--- src/rtl/prga_fifo_pkg.sv ---
// prga_fifo_pkg
//   Shared constants for the prga_fifo block: encodings of the LOOKAHEAD
//   parameter so the top and any instantiating code name the read modes
//   the same way. Sizing stays in per-instance module parameters.
package prga_fifo_pkg;

  // Read-interface modes selected by the LOOKAHEAD parameter.
  localparam int unsigned READ_MODE_STANDARD = 0;  // data one cycle after rd
  localparam int unsigned READ_MODE_FWFT     = 1;  // head word shown on dout

endpackage : prga_fifo_pkg

--- src/rtl/prga_fifo_core.sv ---
// prga_fifo_core
//   Standard-mode synchronous FIFO. It holds a circular buffer of
//   2**DEPTH_LOG2 words, pointers one bit wider than the address, registered
//   full/empty flags and a registered read-data output.
// Ports
//   clk   : clock, all state updates on the rising edge
//   rst   : synchronous active-low reset
//   full  : no write can be accepted this cycle
//   wr    : push din when full=0
//   din   : write data
//   empty : no word available to read
//   rd    : pop the head word when empty=0; it appears on dout next cycle
//   dout  : read data, held until the next accepted read
module prga_fifo_core #(
  parameter int unsigned DATA_WIDTH = 32,
  parameter int unsigned DEPTH_LOG2 = 4
) (
  input  logic                  clk,
  input  logic                  rst,
  output logic                  full,
  input  logic                  wr,
  input  logic [DATA_WIDTH-1:0] din,
  output logic                  empty,
  input  logic                  rd,
  output logic [DATA_WIDTH-1:0] dout
);

  localparam int unsigned DEPTH = 1 << DEPTH_LOG2;

  logic [DATA_WIDTH-1:0] mem_q [DEPTH];
  logic [DEPTH_LOG2:0]   wr_ptr_q, wr_ptr_d;
  logic [DEPTH_LOG2:0]   rd_ptr_q, rd_ptr_d;
  logic                  full_q, full_d;
  logic                  empty_q, empty_d;
  logic [DATA_WIDTH-1:0] dout_q;
  logic                  wr_en, rd_en;

  // Requests only take effect against the flags registered this cycle, so
  // a write while full or a read while empty changes nothing.
  assign wr_en = wr & ~full_q;
  assign rd_en = rd & ~empty_q;

  // Flags come from the next-state pointers. That keeps them registered
  // and still exact on the cycle after every push or pop.
  always_comb begin
    wr_ptr_d = wr_ptr_q + {{DEPTH_LOG2{1'b0}}, wr_en};
    rd_ptr_d = rd_ptr_q + {{DEPTH_LOG2{1'b0}}, rd_en};
    empty_d  = (wr_ptr_d == rd_ptr_d);
    // Same slot address with a different wrap bit means the writer is a
    // full lap ahead of the reader.
    full_d   = (wr_ptr_d[DEPTH_LOG2] != rd_ptr_d[DEPTH_LOG2]) &&
               (wr_ptr_d[DEPTH_LOG2-1:0] == rd_ptr_d[DEPTH_LOG2-1:0]);
  end

  // NOTE: sequential state uses non-blocking assignments so every register
  // samples its pre-edge inputs, whatever order the blocks are evaluated in.
  always_ff @(posedge clk) begin
    if (!rst) begin
      wr_ptr_q <= '0;
      rd_ptr_q <= '0;
      full_q   <= 1'b0;
      empty_q  <= 1'b1;
      dout_q   <= '0;
    end else begin
      wr_ptr_q <= wr_ptr_d;
      rd_ptr_q <= rd_ptr_d;
      full_q   <= full_d;
      empty_q  <= empty_d;
      if (rd_en) begin
        dout_q <= mem_q[rd_ptr_q[DEPTH_LOG2-1:0]];
      end
    end
  end

  // NOTE: the storage array has no reset. The pointers alone define which
  // entries are live, and leaving the array out of reset lets it map to RAM.
  always_ff @(posedge clk) begin
    if (rst && wr_en) begin
      mem_q[wr_ptr_q[DEPTH_LOG2-1:0]] <= din;
    end
  end

  assign full  = full_q;
  assign empty = empty_q;
  assign dout  = dout_q;

endmodule : prga_fifo_core

--- src/rtl/prga_fifo.sv ---
// prga_fifo
//   Single-clock FIFO for buffering between fabric and host. LOOKAHEAD=0
//   exposes the standard core, where data follows rd by one cycle.
//   LOOKAHEAD=1 adds a one-word output stage, so the head word is always
//   shown on dout while empty=0 and rd pops it. That mode holds one more word.
// Ports
//   clk   : clock, all state updates on the rising edge
//   rst   : synchronous active-low reset
//   full  : no write can be accepted this cycle
//   wr    : push din when full=0
//   din   : write data
//   empty : standard mode, nothing to read; lookahead mode, dout not valid
//   rd    : read request (standard) or pop acknowledge (lookahead)
//   dout  : read data
module prga_fifo
  import prga_fifo_pkg::*;
#(
  parameter int unsigned DATA_WIDTH = 32,
  parameter int unsigned DEPTH_LOG2 = 4,
  parameter int unsigned LOOKAHEAD  = READ_MODE_STANDARD
) (
  input  logic                  clk,
  input  logic                  rst,
  output logic                  full,
  input  logic                  wr,
  input  logic [DATA_WIDTH-1:0] din,
  output logic                  empty,
  input  logic                  rd,
  output logic [DATA_WIDTH-1:0] dout
);

  if (LOOKAHEAD == READ_MODE_STANDARD) begin : g_standard

    prga_fifo_core #(
      .DATA_WIDTH (DATA_WIDTH),
      .DEPTH_LOG2 (DEPTH_LOG2)
    ) u_core (
      .clk   (clk),
      .rst   (rst),
      .full  (full),
      .wr    (wr),
      .din   (din),
      .empty (empty),
      .rd    (rd),
      .dout  (dout)
    );

  end else begin : g_lookahead

    logic                  core_empty;
    logic                  core_rd;
    logic [DATA_WIDTH-1:0] core_dout;
    logic                  valid_q, valid_d;

    // The core's registered dout is the output word. valid_q records that
    // it holds an unpopped word. Refill whenever that slot is free or is
    // being popped, so back-to-back pops run at full rate.
    assign core_rd = ~core_empty & (~valid_q | rd);

    prga_fifo_core #(
      .DATA_WIDTH (DATA_WIDTH),
      .DEPTH_LOG2 (DEPTH_LOG2)
    ) u_core (
      .clk   (clk),
      .rst   (rst),
      .full  (full),
      .wr    (wr),
      .din   (din),
      .empty (core_empty),
      .rd    (core_rd),
      .dout  (core_dout)
    );

    // A refill wins over a pop: the popped word is replaced by the next one.
    always_comb begin
      valid_d = valid_q;
      if (core_rd) begin
        valid_d = 1'b1;
      end else if (rd) begin
        valid_d = 1'b0;
      end
    end

    always_ff @(posedge clk) begin
      if (!rst) begin
        valid_q <= 1'b0;
      end else begin
        valid_q <= valid_d;
      end
    end

    assign empty = ~valid_q;
    assign dout  = core_dout;

  end

endmodule : prga_fifo

--- config.mk ---
export PLATFORM = sky130hd
export DESIGN_NAME = prga_fifo
export DESIGN_NICKNAME = d
export VERILOG_FILES = /design/src/rtl/prga_fifo_pkg.sv /design/src/rtl/prga_fifo_core.sv /design/src/rtl/prga_fifo.sv
export SDC_FILE = /design/constraint.sdc
export NUM_CORES = 1
export LEC_CHECK = 0
export ABC_AREA = 0
export CORE_ASPECT_RATIO = 1.75
export CORE_MARGIN = 5
export CORE_UTILIZATION = 55
export CTS_CLUSTER_SIZE = 40
export DETAILED_ROUTE_END_ITERATION = 16
export PLACE_DENSITY = 0.81
export RECOVER_POWER = 25
export SYNTH_ARGS = -nofsm -noshare
export SYNTH_HDL_FRONTEND = slang
export SYNTH_SLANG_ARGS = --single-unit
--- constraint.sdc ---
create_clock -name clk -period 9.93 [get_ports clk]
set_input_delay 1.4895 -clock clk [delete_from_list [all_inputs] [get_ports clk]]
set_output_delay 1.4895 -clock clk [all_outputs]
set_load 0.01 [all_outputs]
==> flow_metrics.py <==
metrics = {
    "drt": {
        "vias_per_cell": 6.17,
        "totalWireLength_um": 41900,
        "via_count": 9879,
        "first_pass_iters": 5,
        "detail-route-antenna-nets": 0,
        "wl_per_cell_um": 26.2,
        "drtIter0Drc": 846,
        "route.detailed.drc": 0,
    },
    "yosys": {
        "syn_nets": 1046,
        "syn_avg_cell_area_um2": 20.9,
        "synth_common_cells": "512 x edfxtp_1, 87 x mux4_2, 65 x mux2i_1",
        "yosys.area.top_type_share_pct": 73.1,
        "synth_area_leaders": "edfxtp_1 73%, mux4_2 9.3%, dfxtp_1 4.2%",
        "synth_cell_types": 31,
        "ys_ff_latch": 556,
        "synth_top_area_cell": "edfxtp_1",
        "async_reset_ff_share_pct": 0,
        "synth.most_common_cell": "edfxtp_1",
        "synthFlopType": "edfxtp_1",
        "synth_cells": 1006,
        "synth-edff-count": 512,
        "syn-cell-area_um2": 21000,
        "yosysSeqAreaShare_pct": 77.3,
        "yosysWarnings": 0,
    },
    "timing": {
        "tightest_slew_ns": 1.17,
        "rsz0062_at_grt": "no",
        "finalCritPeriodShare_pct": 40.6,
        "min_period_ns": 4.03,
        "fin_skew_ns": 0.0131,
        "setup_viol": 0,
        "finalMaxSlewViolations": 0,
        "timing.fmax_mhz": 248,
        "slew_headroom_pct": 21.8,
        "hold_violations": 0,
        "fin_setup_tns_ns": 0,
    },
    "power_and_ir_drop": {
        "power_mw": 4.79,
        "powerDensity_nw_per_um2": 201,
        "p_leak_nw": 7.44,
        "max-vdd-ir-drop_mv": 0.148,
    },
    "worst_setup_path": {
        "max_stage_delay_ns": 0.80,
        "worstSetupStartpointType": "input pin",
        "crit_buf_inv": 2,
        "cp-end-kind": "register",
        "arrival_ns": 4.22,
        "crit_required_ns": 10.12,
        "cp_max_fo": 24,
        "path_cells": "clkdlybuf4s50_1, nand2_1, or3_1, nor3_2, buf_4",
        "crit_family": "buffers and inverters",
        "cp_slowest_cell": "clkdlybuf4s50_1",
        "critPathKind": "in -> reg",
    },
    "grt": {
        "track_usage_pct": 20.2,
        "grt_pass1_vias": 10500,
        "grt_max_degree": 71,
        "grt.overflow.total": 0,
        "grt_pass1_wl_um": 63300,
        "antenna_found_initial": 1,
    },
    "clocking": {
        "cts_tree": "yes",
        "cts_buffers": 45,
        "clk_latency_ns": 0.56,
        "clk_pin_slew_worst_paths_ns": 0.07,
        "htree_levels": 2,
        "cts.repair.resized": 0,
        "clk_path_buf_depth": 3,
        "cts_root_buf": "clkbuf_16",
        "cts_setup_buffers": 0,
        "cts_hold_buffers": 0,
        "clkSinkCount": 556,
    },
    "status": {
        "status": "finished clean",
    },
    "layout": {
        "fillCellCount": 2412,
        "nets": 1123,
        "final_util_pct": 63.0,
        "drive_above_1_share_pct": 20.2,
        "area_growth_pct": 13.1,
    },
    "floorplan": {
        "dieArea_um2": 42400,
        "coreArea_um2": 37800,
        "die_height_um": 269,
        "num_rows": 94,
        "io_pins": 70,
        "start_util_pct": 55.7,
        "die_w_um": 158,
    },
    "place": {
        "dp_hpwl_um": 23200,
        "place_congestion": 0.758,
        "portBuffers": 69,
    },
    "min_path": {
        "holdCritPathClass": "reg -> reg",
    },
    "flow_run": {
        "maxCapViolations": 0,
    },
}
[cell type report]
| type | count | area, µm² | area share, % |
|---|---|---|---|
| clock buffers | 56 | 1210 | 5.08 |
| clock inverters | 28 | 317 | 1.33 |
| well taps | 480 | 601 | 2.52 |
| flip-flops and latches | 556 | 16300 | 68.3 |
| diodes | 1 | 2.50 | 0.0105 |
| multi-input cells | 392 | 4570 | 19.2 |
| repair buffers | 88 | 833 | 3.50 |
[sequential cells by signal, indices dropped and copies added (netlist names)]
name	count
g_standard.u_core.dout	32
g_standard.u_core.wr_ptr_q	5
g_standard.u_core.full	1
g_standard.u_core.empty	1
g_standard.u_core.rd_ptr_q	5
g_standard.u_core.mem_q	512
[where the power goes]
part	internal [mW]	switching, mW	total, mW	leakage (nW)
combinational	0.174	0.169	0.343	1.73
clock	1.05	0.780	1.83	0.739
sequential	2.59	0.0282	2.61	4.97
[layer usage]
metal / GRT usage [%] / wire length (µm) / vias to the layer above
met2: 38.3 / 24000 / 268
li1: - / - / 4302
met5: 0 / 0 / -
met3: 2.68 / 1810 / 80
met4: 6.82 / 1350 / 0
met1: 23.3 / 14800 / 5229
[cell usage in the layout (no fill, tap or decap), types with 9 or more instances in the layout]
cell type / count
clkbuf_1: 9
dlygate4sd3_1: 19
dfxtp_1: 41
o21ai_0: 32
a22oi_1: 32
a221oi_1: 32
mux2_2: 32
nand2_1: 37
edfxtp_1: 512
mux4_2: 87
clkdlybuf4s50_1: 50
mux2i_1: 65
clkinv_1: 9
buf_4: 19
clkbuf_16: 47
nor2_4: 13
mux4_1: 9
[path summary, 6_finish.rpt]
check	startpoint	endpoint	depth (start not counted)	slack (ns)
worst min register to register	g_standard.u_core.dout[19]	g_standard.u_core.dout[19]	2	0.50
worst max-delay path	rst	g_standard.u_core.mem_q[0][4]	5	5.90
worst max register to register	g_standard.u_core.rd_ptr_q[0]	g_standard.u_core.dout[0]	6	6.32
worst min-delay path	g_standard.u_core.dout[19]	g_standard.u_core.dout[19]	2	0.50
[tightest hold or removal path, cell delays in order (launching register included)]
cell and delay [ns]:
dfxtp_1 0.33, a22oi_1 0.08, nand2_1 0.06
[logic make-up (layout without fill, tap and decap cells)]
group                    after synthesis  after routing  synth area share [%]
flip-flops                           556            556                  77.3
multiplexers                         193            193                  15.2
AO/OA/AOI/OAI                         99             99                  3.32
AND/OR/NAND/NOR                       84             84                  1.83
buffers and inverters                 58            172                  1.62
XOR/XNOR                              12             12                 0.499
adder cells (fa/ha/maj)                4              4                 0.238
other                                  0              1                     0
[stage by stage]
| step | setup WS [ns] | cell area [µm²] | hold WS [ns] | std cells |
|---|---|---|---|---|
| after detailed placement | 5.34 | 22300 | 0.476 | 1516 |
| after global placement | 5.35 | 22300 | 0.475 | 1516 |
| after CTS | 5.85 | 23800 | 0.499 | 1600 |
| final | 5.90 | 23800 | 0.495 | 1601 |
| after floorplan | 5.10 | 21000 | 0.508 | 1006 |
| after global routing | 5.78 | 23800 | 0.519 | 1600 |
Note: power is estimated with default switching activity, not from simulation.
